<file path="config.mk">
export PLATFORM = sky130hd
export DESIGN_NAME = ksa_engine
export DESIGN_NICKNAME = d
export VERILOG_FILES = /design/src/rtl/ksa_engine.sv
export SDC_FILE = /design/constraint.sdc
export NUM_CORES = 1
export LEC_CHECK = 0
export CORE_AREA = 2 2 69 71
export CTS_BUF_LIST = sky130_fd_sc_hd__clkbuf_16
export CTS_CLUSTER_SIZE = 10
export DETAILED_ROUTE_END_ITERATION = 8
export DIE_AREA = 0 0 71 73
export PLACE_DENSITY = 0.84
export REMOVE_ABC_BUFFERS = 1
export SLEW_MARGIN = 30
export SYNTH_ARGS = -nofsm -noshare
export SYNTH_HDL_FRONTEND = slang
export SYNTH_SLANG_ARGS = --single-unit
</file>
<file path="constraint.sdc">
create_clock -name clk -period 8.09 [get_ports clk]
set_clock_uncertainty 0.15 [all_clocks]
set_input_delay 1.618 -clock clk [delete_from_list [all_inputs] [get_ports clk]]
set_output_delay 1.618 -clock clk [all_outputs]
set_load 0.05 [all_outputs]
</file>
<file path="src/rtl/ksa_engine.sv">
// RC4 key-scheduling engine: optionally fills an external S-box RAM with the
// identity permutation, then runs the key-driven swap pass over it.
module ksa_engine #(
  parameter int ADDR_W    = 8,
  parameter int KEY_BYTES = 3
) (
  input  logic                   clk,
  input  logic                   reset,
  input  logic                   start,
  input  logic                   init_en,
  input  logic [8*KEY_BYTES-1:0] secret_key,
  output logic [ADDR_W-1:0]      mem_addr,
  output logic [ADDR_W-1:0]      mem_wdata,
  output logic                   mem_wren,
  input  logic [ADDR_W-1:0]      mem_rdata,
  output logic                   busy,
  output logic                   done,
  output logic [3:0]             dbg_status
);

  // Handshake: start is a level request accepted only while busy=0; once
  // accepted, busy stays high until (and including) the single done cycle,
  // and secret_key must be held stable for the whole busy window.

  typedef enum logic [2:0] {
    S_IDLE,
    S_INIT,
    S_RD_SI,
    S_CALC_J,
    S_RD_SJ,
    S_WR_SI,
    S_WR_SJ,
    S_DONE
  } state_t;

  localparam int KW = (KEY_BYTES > 1) ? $clog2(KEY_BYTES) : 1;
  localparam logic [KW-1:0] K_LAST = KW'(KEY_BYTES - 1);

  state_t            state_q, state_d;
  logic [ADDR_W-1:0] i_q, i_d;
  logic [ADDR_W-1:0] j_q, j_d;
  logic [ADDR_W-1:0] si_q, si_d;
  logic [KW-1:0]     k_q, k_d;
  logic              init_en_q, init_en_d;
  logic [7:0]        key_byte;

  always_ff @(posedge clk or posedge reset) begin
    if (reset) begin
      state_q   <= S_IDLE;
      i_q       <= '0;
      j_q       <= '0;
      si_q      <= '0;
      k_q       <= '0;
      init_en_q <= 1'b0;
    end else begin
      state_q   <= state_d;
      i_q       <= i_d;
      j_q       <= j_d;
      si_q      <= si_d;
      k_q       <= k_d;
      init_en_q <= init_en_d;
    end
  end

  // Key byte 0 sits in the most significant byte of secret_key.
  always_comb begin
    key_byte = '0;
    for (int b = 0; b < KEY_BYTES; b++) begin
      if (k_q == KW'(b)) key_byte = secret_key[8*(KEY_BYTES-1-b) +: 8];
    end
  end

  always_comb begin
    state_d   = state_q;
    i_d       = i_q;
    j_d       = j_q;
    si_d      = si_q;
    k_d       = k_q;
    init_en_d = init_en_q;
    case (state_q)
      S_IDLE: begin
        if (start) begin
          init_en_d = init_en;
          i_d       = '0;
          j_d       = '0;
          k_d       = '0;
          state_d   = init_en ? S_INIT : S_RD_SI;
        end
      end
      S_INIT: begin
        if (i_q == '1) begin
          i_d     = '0;
          state_d = S_RD_SI;
        end else begin
          i_d = i_q + ADDR_W'(1);
        end
      end
      S_RD_SI:  state_d = S_CALC_J;
      S_CALC_J: begin
        si_d    = mem_rdata;
        j_d     = j_q + mem_rdata + key_byte[ADDR_W-1:0];
        state_d = S_RD_SJ;
      end
      S_RD_SJ:  state_d = S_WR_SI;
      S_WR_SI:  state_d = S_WR_SJ;
      S_WR_SJ: begin
        if (i_q == '1) begin
          state_d = S_DONE;
        end else begin
          i_d     = i_q + ADDR_W'(1);
          k_d     = (k_q == K_LAST) ? '0 : k_q + KW'(1);
          state_d = S_RD_SI;
        end
      end
      S_DONE:  state_d = S_IDLE;
      default: state_d = S_IDLE;
    endcase
  end

  // When i==j the two write states store the same byte at the same address,
  // so the self-swap case needs no special handling.
  always_comb begin
    mem_addr  = '0;
    mem_wdata = '0;
    mem_wren  = 1'b0;
    busy      = (state_q != S_IDLE);
    done      = (state_q == S_DONE);
    case (state_q)
      S_INIT: begin
        mem_addr  = i_q;
        mem_wdata = i_q;
        mem_wren  = 1'b1;
      end
      S_RD_SI: mem_addr = i_q;
      S_RD_SJ: mem_addr = j_q;
      S_WR_SI: begin
        // S[j] arrives straight from the RAM's registered read port.
        mem_addr  = i_q;
        mem_wdata = mem_rdata;
        mem_wren  = 1'b1;
      end
      S_WR_SJ: begin
        mem_addr  = j_q;
        mem_wdata = si_q;
        mem_wren  = 1'b1;
      end
      default: ;
    endcase
  end

  assign dbg_status = {init_en_q, state_q};

endmodule

</file>
==> results of run 1 <==
==> flip-flops by register name, indices dropped and copies added (netlist names) <==
| name | flops |
|---|---|
| si_q | 8 |
| j_q | 8 |
| state_q | 3 |
| k_q | 2 |
| i_q | 8 |
| init_en_q | 1 |
==> cells by family (layout without fill, tap and decap cells) <==
group / Yosys count / after routing
multiplexers: 10 / 10
adder cells (fa/ha/maj): 15 / 15
flip-flops: 30 / 30
buffers and inverters: 26 / 77
XOR/XNOR: 10 / 10
AND/OR/NAND/NOR: 100 / 100
AO/OA/AOI/OAI: 79 / 79
==> stage by stage <==
stage	hold slack [ns]	util	setup slack, ns	cells	cell area (sq um)
after global placement	0.3093	0.6356	3.046	367	2883
after global routing	0.3533	0.6659	2.993	375	3020
after floorplan	0.2966	-	3.800	254	2227
after detailed placement	0.3243	0.6356	3.070	367	2883
final	0.3274	0.6659	3.070	375	3020
after CTS	0.3350	0.6657	3.060	375	3019
==> cell usage in the layout (no fill, tap or decap), types with 2 or more instances in the layout <==
cell             Yosys  routed
nand2_1             53      53
o21bai_1             3       3
o22ai_1              2       2
a22o_1              20      20
o21ai_1              2       2
nor2b_1              5       5
a21o_1               2       2
a22oi_1              7       7
fa_1                 8       8
ha_1                 7       7
a211oi_1             5       5
nor3b_1              3       3
clkbuf_16            0       5
inv_1               10      10
or2_2                3       3
nor2_1              19      19
dfrtp_1             30      29
mux2i_1              9       9
a21oi_1              6       6
xor2_1               2       2
xnor2_1              8       8
clkinv_1             0       3
clkdlybuf4s50_1      0      58
nand2b_1             2       2
nand3_1              6       6
o21ai_0             23      23
==> layout make-up <==
| type | instances | area, sq um | share of cell area |
|---|---|---|---|
| clock buffer | 5 | 125.1 | 0.04142 |
| clock inverter | 3 | 11.26 | 0.003728 |
| sequential | 30 | 752.0 | 0.2490 |
| multi-input combinational | 214 | 1439 | 0.4764 |
| tap | 54 | 67.56 | 0.02237 |
| timing repair buffer | 59 | 588.1 | 0.1947 |
| inverter | 10 | 37.54 | 0.01243 |
==> routing by layer <==
layer,GRT usage,vias to the layer above
met5,0,-
met4,0.06918,0
met3,0.04420,6
met2,0.4299,72
met1,0.3575,1059
li1,-,1051
==> where the power goes <==
group	internal [uW]	total [uW]	switching (uW)	leakage, uW
logic	344	848	504	0.000835
clock network	110	174	63.1	0.0000663
registers	211	317	106	0.000381
total	666	1340	673	0.00128
==> final timing paths <==
check / startpoint / end / slack, ns / cells after the start
worst min-delay path: si_q[5] / si_q[5] / 0.33 / 2
max in group asynchronous: reset / state_q[2] / 5.89 / 3
worst max-delay path: mem_rdata[4] / mem_wdata[4] / 3.07 / 4
worst min register to register: si_q[5] / si_q[5] / 0.33 / 2
min in group asynchronous: reset / si_q[1] / 1.58 / 3
worst max register to register: k_q[0] / j_q[7] / 4.73 / 12
==> cells in the mapped netlist (3+ instances only) <==
cell type  instances
nand2_1           53
dfrtp_1           30
o21ai_0           23
a22o_1            20
nor2_1            19
inv_1             10
clkbuf_1           9
mux2i_1            9
fa_1               8
xnor2_1            8
a22oi_1            7
ha_1               7
a21oi_1            6
buf_2              6
nand3_1            6
a211oi_1           5
nor2b_1            5
nor3b_1            3
o21bai_1           3
or2_2              3
==> worst max-delay path, delay by kind of cell <==
family	cells	cell delay, ns
compound gates	2	0.29
buf+inv	2	1.34
==> results.md, run 1 <==
* Status: finished clean
* Fill cells at 389
* Vias in the first global route at 2,253
* First-pass GRT wire length at 10,670 um
* WL met2 at 3107 um
* M1 wire length at 2733 um
* Avg WL per Cell at 16.62 um
* Synthesized cell area at 2298 sq um
* Data arrival, critical path at 3.25 ns
* Synth Register Bits at 30
* Worst path max stage delay at 0.80 ns
* Core Box Area at 4536 sq um
* Clock slew at reported path FFs at 0.05 ns
* Fraction of registers with async set/reset at 1.000
* Final setup vio count at 0
* Post-CTS Setup Repair Bufs at 0
* Port bufs at 58
* TNS Setup at 0 ns
* CTS tree: built
* Max layer used: met4
* Router iterations before antenna repair at 4
* Inserted Diodes at 0
* RSZ-0062 raised after global routing: no
* Ys Warns at 0
* Worst-path fanout max at 3
* Largest family of logic cells by synthesized area: compound AO/OA/AOI/OAI gates
* Die span in x at 71 um
* Gate Count Post-Synth at 270
* Net count, final at 371
* Total detailed-routing wirelength at 6231 um
* Layout area overhead at 31.41%
* Yosys cell types at 45
* Max frequency at 199.2 MHz
* Post-cts sizing count at 0
* Max Cap Viol at 0
* Peak supply drop at 0.0003661 V
* Gpl congestion at 0.8833
* Vias post-DR at 2,188
* H-tree levels at 2
* Post-layout min period at 5.020 ns
* Initial antenna violation count at 0
* CP Capture Type: primary output
* Leakage at 0.001283 uW
* Synth area leader: dfrtp_1
* Slowest-stage cell, CP: clkdlybuf4s50_1
* Post-DP HPWL at 4597 um
* CP Class: primary input to primary output
* Initial core utilization at 0.5068
* Post-synthesis compound-gate area fraction at 0.2384
* Synth Area in Adders at 0.1078
* Syn Area/Cell at 8.513 sq um
* Post-Synth XOR/XNOR Area at 0.03811
* Clock Tree Root: clkbuf_16
* Grt ovf at 0
* Total power at 1338 uW
* Slew @ Worst Pin at 1.066 ns
* Cells along the critical path: clkdlybuf4s50_1 > a22o_1 > a22o_1 > clkdlybuf4s50_1
* Pin count of the biggest net entering global routing at 33
* Top-area cell type share of the netlist area at 0.3266
* CP Launch Type: primary input
* CTS Hold Bufs at 0
* Share of layout cells above drive strength 1 at 0.04361
* First DRT Iteration DRCs at 111
* Drt drc at 0
* Final hold viol count at 0
* Multiplexer share of the synthesized area at 0.04409
* Fin. max-slew vios at 0
* Vias per Instance at 5.835
* Slew headroom at 0.2867
* Die H at 73 um
* IO Count at 59
* Clk sink count at 30
* CTS Buffer Depth at 2
* Power per Cell Area at 443.1 nW/um^2
* Num rows at 25
* Number of synthesized flops with an enable pin at 0
* TritonCTS buffer count at 5
* Sequential area share after synthesis at 0.3266
* Die footprint at 5183 sq um
* Met3 WL at 353 um
* Final ANT Viol Nets at 0
* HP Class: flip-flop to flip-flop
* Part of the cycle the worst path needs at 0.6206
* Simple-gate share of the synthesized area at 0.1976
* Worst-skew pair later-pin latency at 0.27 ns
* Worst Path Required at 6.32 ns
* Area contributors post-synth: dfrtp_1, nand2_1, a22o_1
* Primary FF master, synth: dfrtp_1
* Total GRT Usage at 0.2602
Power figures use the tool's default switching activity.
==> run 2, diff against run 1 <==
--- a/config.mk
+++ b/config.mk
@@ -5,12 +5,12 @@
 export SDC_FILE = /design/constraint.sdc
 export NUM_CORES = 1
 export LEC_CHECK = 0
-export CORE_AREA = 2 2 69 71
+export CORE_AREA = 2 2 72 74
 export CTS_BUF_LIST = sky130_fd_sc_hd__clkbuf_16
 export CTS_CLUSTER_SIZE = 10
 export DETAILED_ROUTE_END_ITERATION = 8
-export DIE_AREA = 0 0 71 73
-export PLACE_DENSITY = 0.84
+export DIE_AREA = 0 0 74 76
+export PLACE_DENSITY = 0.78
 export REMOVE_ABC_BUFFERS = 1
 export SLEW_MARGIN = 30
 export SYNTH_ARGS = -nofsm -noshare
==> constraint.sdc (replaced) <==
create_clock -name clk -period 5.1 [get_ports clk]
set_clock_uncertainty 0.15 [all_clocks]
set_input_delay 1.02 -clock clk [delete_from_list [all_inputs] [get_ports clk]]
set_output_delay 1.02 -clock clk [all_outputs]
set_load 0.05 [all_outputs]
==> run 2 against run 1 <==
Net effect: wire length increased by 0.71%; combinational power increased by 63%; design area increased by 2.1%; non-clock buffer count is 2 higher; worst setup slack got worse by 1.9 ns; critical path type is now flip-flop to primary output; worst hold slack improved by 0.0034 ns; critical path depth stayed put; total power rose by 63%; clock-buffer cell count unchanged; critical endpoint is now mem_addr[5]; sequential power rose by 50%.
==> results.md, run 2 (synthesized netlist as in run 1, its figures left out) <==
* Status: finished clean
* Peak supply drop at 0.0004756 V
* Layout area overhead at 34.13%
* Max frequency at 251.7 MHz
* Clk sink count at 30
* Post-cts sizing count at 0
* CTS Hold Bufs at 0
* Commonest non-fill, non-tap cell in the layout: clkdlybuf4s50_1
* Total GRT Usage at 0.2476
* Final ANT Viol Nets at 0
* Router iterations before antenna repair at 4
* HP Class: flip-flop to flip-flop
* Part of the cycle the worst path needs at 0.7790
* Worst-skew pair later-pin latency at 0.28 ns
* Initial core utilization at 0.4679
* Post-CTS Setup Repair Bufs at 0
* Clock Tree Root: clkbuf_16
* Drt drc at 0
* Worst Path Required at 3.93 ns
* Most frequent cells in the layout: clkdlybuf4s50_1, nand2_1, dfrtp_1
* Final setup vio count at 0
* Worst path top cell family by delay: buffers and inverters
* First DRT Iteration DRCs at 146
* Die span in x at 74 um
* Leakage at 0.001312 uW
* Port bufs at 58
* Inserted Diodes at 0
* Post-DP HPWL at 4550 um
* CP Launch Type: flip-flop
* Vias per Instance at 5.631
* Placed insts at 385
* Die footprint at 5624 sq um
* Gpl congestion at 0.8500
* Max Cap Viol at 0
* Fin. max-slew vios at 0
* Core Box Area at 4912 sq um
* H-tree levels at 2
* Power per Cell Area at 708.6 nW/um^2
* Worst path max stage delay at 0.88 ns
* Avg WL per Cell at 15.97 um
* Die H at 76 um
* Slowest-stage cell, CP: clkdlybuf4s50_1
* Cells along the critical path: nor2b_1 > a22oi_1 > o21ai_0 > clkdlybuf4s50_1
* Grt ovf at 0
* CTS Buffer Depth at 2
* Worst slack at placement at 1.260 ns
* Vias in the first global route at 2,159
* Worst path buffer plus inverter count at 1
* Post-layout min period at 3.973 ns
* Pin count of the biggest net entering global routing at 32
* Initial antenna violation count at 0
* Share of layout cells above drive strength 1 at 0.05573
* Slew headroom at 0.4130
* Final worst slack at 1.127 ns
* CP Capture Type: primary output
* TritonCTS buffer count at 5
* Final Non-Filler Cells at 393
* RSZ-0062 raised after global routing: no
* Data arrival, critical path at 2.80 ns
* TNS Setup at 0 ns
* Net count, final at 373
* Vias post-DR at 2,213
* Top Registers: i_q x8, j_q x8, si_q x8
* First-pass GRT wire length at 10,810 um
* IO Count at 59
* Total detailed-routing wirelength at 6275 um
* Clock slew at reported path FFs at 0.05 ns
* Slew @ Worst Pin at 0.8773 ns
* CTS tree: built
* Num rows at 26
* Final hold viol count at 0
* CP Class: flip-flop to primary output
* Total power at 2185 uW
* Worst-path fanout max at 16
run 2: cell type report:
type | instances | area, sq um
multi-input cells | 214 | 1439
fillers | 448 | 1829
clock buffers | 5 | 125.1
repair buffers | 61 | 603.1
flip-flops and latches | 30 | 750.7
clock inverters | 3 | 40.04
inverters | 10 | 37.54
well taps | 70 | 87.58
run 2: per-layer routing:
layer	up-vias	routed length, um	GRT usage
met1	1082	2825	0.3732
met4	0	62	0.03818
met5	-	0	0
met3	7	409	0.04762
met2	71	2978	0.3759
li1	1053	-	-
run 2: power by group:
group | internal, uW | switching [uW] | leakage, uW
Clock | 228 | 105 | 0.0000836
Sequential | 335 | 140 | 0.000383
Combinational | 555 | 821 | 0.000846
Total | 1120 | 1070 | 0.00131
run 2: tightest hold or removal path, stage by stage, from the launching register on:
cell and delay (ns):
dfrtp_1 0.34, nand2_1 0.05, nand2_1 0.05
run 2: worst paths after layout:
path	start	endpoint	slack [ns]	depth (start not counted)
hold / removal	si_q[2]	si_q[2]	0.33	2
min in group asynchronous	reset	si_q[1]	0.99	3
max in group asynchronous	reset	k_q[0]	3.52	3
hold reg to reg	si_q[2]	si_q[2]	0.33	2
setup / recovery	state_q[1]	mem_addr[5]	1.13	4
setup reg to reg	k_q[0]	j_q[7]	1.77	12
run 2: metrics by stage:
stage	instance area, sq um	hold WS (ns)	util
2_1_floorplan	2227	0.2966	-
3_5_place_dp	2918	0.3175	0.5940
5_1_grt	3083	0.3705	0.6276
6_report	3083	0.3308	0.6276
3_3_place_gp	2918	0.3103	0.5940
4_1_cts	3083	0.3306	0.6276
